File: src/rtl/uart_receiver_pkg.sv
// Shared UART timing constants and the 3-bit receive state encodings.
package uart_receiver_pkg;
  localparam int CLKS_PER_BIT      = 16;
  localparam int CLOCK_COUNT_WIDTH = 8;

  typedef enum logic [2:0] {
    s_IDLE         = 3'd0,
    s_RX_START_BIT = 3'd1,
    s_RX_DATA_BITS = 3'd2,
    s_RX_STOP_BIT  = 3'd3,
    s_CLEANUP      = 3'd4,
    s_WAIT_HIGH    = 3'd5
  } rx_state_e;
endpackage

File: src/rtl/uart_rx_sync.sv
// Two-flop synchronizer for the asynchronous serial pin; resets to the idle (high) level.
module uart_rx_sync (
  input  logic clk,
  input  logic rst,
  input  logic d,
  output logic q
);
  logic meta;

  always_ff @(posedge clk) begin
    if (rst) begin
      meta <= 1'b1;
      q    <= 1'b1;
    end else begin
      meta <= d;
      q    <= meta;
    end
  end
endmodule

File: src/rtl/uart_receiver.sv
// 8-N-1 UART receiver sampling each bit at mid-period.
// Define UART_RX_FRAME_ERR_EN to flag stop-bit errors and hold off until the line returns high.
module uart_receiver
  import uart_receiver_pkg::*;
(
  input  logic       i_Clock,
  input  logic       i_Reset,
  input  logic       i_Rx_Serial,
  output logic       o_Rx_DV,
  output logic [7:0] o_Rx_Byte,
  output logic       o_Rx_Active,
  output logic       o_Rx_Frame_Err
);
  localparam int CW = CLOCK_COUNT_WIDTH;
  localparam int N  = CLKS_PER_BIT;
  localparam int H  = (N - 1) / 2;
  localparam logic [CW-1:0] CNT_LAST   = CW'(N - 1);
  // detect cycle plus H-1 more lands the start re-sample H cycles after detection
  localparam logic [CW-1:0] START_LAST = CW'(H - 1);

  rx_state_e       state, state_nxt;
  logic [CW-1:0]   cnt, cnt_nxt;
  logic [2:0]      idx, idx_nxt;
  logic [7:0]      shf, shf_nxt;
  logic [7:0]      byte_q, byte_nxt;
  logic            dv, dv_nxt;
  logic            act, act_nxt;
  logic            rx;
`ifdef UART_RX_FRAME_ERR_EN
  logic            ferr, ferr_nxt;
`endif

  uart_rx_sync u_sync (
    .clk (i_Clock),
    .rst (i_Reset),
    .d   (i_Rx_Serial),
    .q   (rx)
  );

  always_ff @(posedge i_Clock) begin
    if (i_Reset) begin
      state  <= s_IDLE;
      cnt    <= '0;
      idx    <= '0;
      shf    <= '0;
      byte_q <= '0;
      dv     <= 1'b0;
      act    <= 1'b0;
`ifdef UART_RX_FRAME_ERR_EN
      ferr   <= 1'b0;
`endif
    end else begin
      state  <= state_nxt;
      cnt    <= cnt_nxt;
      idx    <= idx_nxt;
      shf    <= shf_nxt;
      byte_q <= byte_nxt;
      dv     <= dv_nxt;
      act    <= act_nxt;
`ifdef UART_RX_FRAME_ERR_EN
      ferr   <= ferr_nxt;
`endif
    end
  end

  always_comb begin
    state_nxt = state;
    cnt_nxt   = cnt;
    idx_nxt   = idx;
    shf_nxt   = shf;
    byte_nxt  = byte_q;
    dv_nxt    = 1'b0;
    act_nxt   = act;
`ifdef UART_RX_FRAME_ERR_EN
    ferr_nxt  = 1'b0;
`endif
    case (state)
      s_IDLE: begin
        if (!rx) begin
          cnt_nxt   = '0;
          idx_nxt   = '0;
          act_nxt   = 1'b1;
          state_nxt = s_RX_START_BIT;
        end
      end
      s_RX_START_BIT: begin
        if (cnt == START_LAST) begin
          cnt_nxt = '0;
          if (!rx) begin
            state_nxt = s_RX_DATA_BITS;
          end else begin
            act_nxt   = 1'b0;
            state_nxt = s_IDLE;
          end
        end else begin
          cnt_nxt = cnt + 1'b1;
        end
      end
      s_RX_DATA_BITS: begin
        if (cnt == CNT_LAST) begin
          cnt_nxt      = '0;
          shf_nxt[idx] = rx;
          if (idx == 3'd7) state_nxt = s_RX_STOP_BIT;
          else             idx_nxt   = idx + 3'd1;
        end else begin
          cnt_nxt = cnt + 1'b1;
        end
      end
      s_RX_STOP_BIT: begin
        if (cnt == CNT_LAST) begin
          cnt_nxt = '0;
          act_nxt = 1'b0;
`ifdef UART_RX_FRAME_ERR_EN
          if (rx) begin
            byte_nxt  = shf;
            dv_nxt    = 1'b1;
            state_nxt = s_CLEANUP;
          end else begin
            ferr_nxt  = 1'b1;
            state_nxt = s_WAIT_HIGH;
          end
`else
          byte_nxt  = shf;
          dv_nxt    = 1'b1;
          state_nxt = s_CLEANUP;
`endif
        end else begin
          cnt_nxt = cnt + 1'b1;
        end
      end
      s_CLEANUP:   state_nxt = s_IDLE;
      // a held-low line (break) must return high before another start is accepted
      s_WAIT_HIGH: if (rx) state_nxt = s_IDLE;
      default:     state_nxt = s_IDLE;
    endcase
  end

  assign o_Rx_DV     = dv;
  assign o_Rx_Byte   = byte_q;
  assign o_Rx_Active = act;
`ifdef UART_RX_FRAME_ERR_EN
  assign o_Rx_Frame_Err = ferr;
`else
  assign o_Rx_Frame_Err = 1'b0;
`endif
endmodule

File: config.mk
export PLATFORM = sky130hd
export DESIGN_NAME = uart_receiver
export DESIGN_NICKNAME = d
export VERILOG_FILES = /design/src/rtl/uart_receiver_pkg.sv /design/src/rtl/uart_rx_sync.sv /design/src/rtl/uart_receiver.sv
export SDC_FILE = /design/constraint.sdc
export NUM_CORES = 1
export LEC_CHECK = 0
export CORE_AREA = 2 2 58 60
export CTS_BUF_LIST = sky130_fd_sc_hd__clkbuf_8 sky130_fd_sc_hd__clkbuf_16
export CTS_CLUSTER_DIAMETER = 200
export DETAILED_ROUTE_END_ITERATION = 7
export DIE_AREA = 0 0 60 62
export PLACE_DENSITY = 0.76
export SETUP_SLACK_MARGIN = 0.15
export SKIP_CTS_REPAIR_TIMING = 1
export SKIP_LAST_GASP = 1
export SYNTH_ARGS = -nofsm -noshare
export SYNTH_HDL_FRONTEND = slang
export SYNTH_SLANG_ARGS = --single-unit
File: constraint.sdc
create_clock -name i_Clock -period 3.1 [get_ports i_Clock]
set_clock_uncertainty 0.05 [all_clocks]
set_input_delay 0.62 -clock i_Clock [delete_from_list [all_inputs] [get_ports i_Clock]]
set_output_delay 0.62 -clock i_Clock [all_outputs]
set_load 0.005 [all_outputs]
==> impl_results.md <==
- FMAX: approximately 450 MHz
- # Max-Cap Violations: 0
- H-tree lvl count: 2
- Seq. cell area: between 600 and 700 µm²
- Pre-CTS WS: 0.8981 ns
- Largest net degree at the start of global routing: 20
- Peak VDD IR: 420.9 µV
- Syn Inst Count: 186
- GR peak layer: met2
- Worst Max-Slew Pin Slew: about 0.66 ns
- Post-Route WL: between 3000 and 4000 µm
- DR pass1 iterations: 4
- Clock sinks: 34
- P_leak: around 0.67 nW
- Post-synthesis sequential area ratio: 40.51%
- Die height: between 60 and 70 µm
- Hold_ws: 0.3653 ns
- Total grt overflow: 0
- Die Width: approximately 60 µm
- Commonest non-fill, non-tap cells in the layout: dfxtp_1, nor2_1, mux2i_1
- Multi-input logic area: 927.1 µm²
- FILL cells: approximately 260
- Vias per Instance: between 5 and 6
- #FFs+latches synth: 34
- Synth Flop Type: dfxtp_1
- Min Tclk post-route: 2.210 ns
- Cell area after layout: 0.001914 mm²
- Synth-to-layout area growth: 13.92%
- Vias in the first global route: around 1300
- Starting Density: between 50% and 60%
- # setup viols final: 0
- Power after layout: around 0.00083 W
- Residual DRC: 0
- Pwr dens: 435.1 mW/mm²
- Die area: ~0.0037 mm²
- IO Port Bufs: 12
- Worst Path Arrival: around 2.4 ns
- First-pass GRT wire length: about 6000 µm
- Met1 GRT Util: roughly a quarter
- Later-pin clock latency in the skew report: roughly 0.29 ns
- Crit path max fanout: 17
- Synthesized Nets: slightly below 200
- Rows: 21
- CP Launch Type: flip-flop
- Clk slew on worst S/H paths: roughly 0.070 ns
- Core area: approximately 0.0032 mm²
- CTS Buf Count: 5
- GRT Total Usage: between 20% and 30%
- Cell Area, Synth: ~0.0017 mm²
- Status: complete, no violations
- Slew margin rel.: between 50% and 60%
- Final hold violations: 0
- CP endpoint kind: flip-flop
- Number of flops mapped to enable cells by yosys: 0
- Wirelength per Cell: approximately 14 µm
- PnR worst setup slack: ~0.89 ns
- N_diodes: 0
- Initial drt markers: 43
- Vias: ~1400
- Post-synth ARST share: 0%
- R2R Setup Slk: about 0.89 ns
- RSZ-0062 raised after global routing: no
- DP HPWL: between 2000 and 2500 µm
- Worst hold path class: flip-flop to flip-flop
- Placed Instance Area: 0.001823 mm²
- Setup CP Type: flip-flop to flip-flop
- CTS tree: built
- Max-slew violations: 0
- Nets@finish: 201
- Initial antenna violation count: 0
- Io pins: 14
- CTS root buf: clkbuf_8
- Global routing usage on met3: under 10%
- Final Cycle Share: a little under three quarters
- Detail Route Antenna Nets: 0
- Number of distinct library cells after synthesis: between 40 and 50
- Mapped Avg Cell Area: 9.034 µm²
- GRT met2 Usage: between 30% and 40%
- Worst Path Required: between 3 and 4 ns
- Layout cell share with drive strength beyond 1: between 10 and 15%
- Global placement routability congestion: approximately 0.86
- Setup TNS: 0 ns
- Commonest non-fill, non-tap cell in the layout: dfxtp_1
- Clock Path Buffers: 2
- Synth warn: 0
[synthesized netlist by cell type, drive strengths merged, types with 2 or more instances]
library cell  number  share of area [%]
nor3              12                3.6
nor4               5                2.2
nand3b             2               0.89
nor3b              4                2.4
or4                2                1.3
nor2              19                4.2
xnor2              6                3.1
o21ai              2               0.60
clkbuf            10                2.2
o32ai              2                1.0
dfxtp             34                 41
nand2              6                1.3
or2                3                1.1
a2111oi            2                1.4
nor2b              3                1.1
o2111ai            2                1.0
nand3              5                1.5
inv                4               0.89
nand2b            12                4.5
a211oi             2               0.89
o31ai              3                1.3
a21oi              4                1.2
nand4              3                1.1
ha                 4                3.0
buf                4                1.2
and3               3                1.1
mux2i             16                9.5
[state kept, by name, indices dropped and copies added (netlist names)]
signal / cells
cnt: 8
idx: 3
o_Rx_Active: 1
o_Rx_Byte: 8
o_Rx_DV: 1
shf: 8
state: 3
u_sync.meta: 1
u_sync.q: 1
[power breakdown]
group	internal [W]	switching, W	total (W)
Combinational	0.0000225	0.0000266	0.0000491
Clock	0.000176	0.000158	0.000333
Sequential	0.000442	0.00000832	0.000450
[cell type report]
| cell class | instances | share of cell area, % |
|---|---|---|
| tap | 46 | 3.007 |
| multi-input combinational | 134 | 48.43 |
| clock inverter | 2 | 0.4575 |
| inverter | 4 | 0.7843 |
| sequential | 34 | 35.56 |
| timing repair buffer | 15 | 7.451 |
| clock buffer | 6 | 4.314 |
[critical path, stage by stage, from the launching register on]
cell and delay (ns):
dfxtp_1 0.63, or3b_2 0.54, or4_4 0.48, nor3_1 0.22, mux2i_1 0.21
[stage by stage]
step | utilization, % | instances
after CTS | 60.21 | 241
after detailed placement | 57.34 | 233
after floorplan | - | 186
after global routing | 60.21 | 241
final | 60.21 | 241
after global placement | 57.34 | 233
[metal layers]
layer  wire length, µm  vias to the layer above
met1              1572                      640
met2              1592                       25
met5                 0                        -
met3               123                        5
li1                  -                      681
met4                60                        0
[path summary, 6_finish.rpt]
| kind | start | to | depth (start not counted) |
|---|---|---|---|
| min reg2reg | u_sync.meta$_SDFF_PP1_ | u_sync.q$_SDFF_PP1_ | 1 |
| max | state[1]$_SDFFE_PP0P_ | shf[1]$_SDFFE_PP0P_ | 4 |
| min | u_sync.meta$_SDFF_PP1_ | u_sync.q$_SDFF_PP1_ | 1 |
| max reg2reg | state[1]$_SDFFE_PP0P_ | shf[1]$_SDFFE_PP0P_ | 4 |
[kinds of logic after synthesis]
logic type | share of synthesized area, %
buffers and inverters | 4.319
multiplexers | 10.20
AO/OA/AOI/OAI | 10.28
XOR/XNOR | 3.127
flip-flops | 40.51
other | 0.2232
AND/OR/NAND/NOR | 28.37
adder cells (fa/ha/maj) | 2.979
Power figures use the tool's default switching activity.
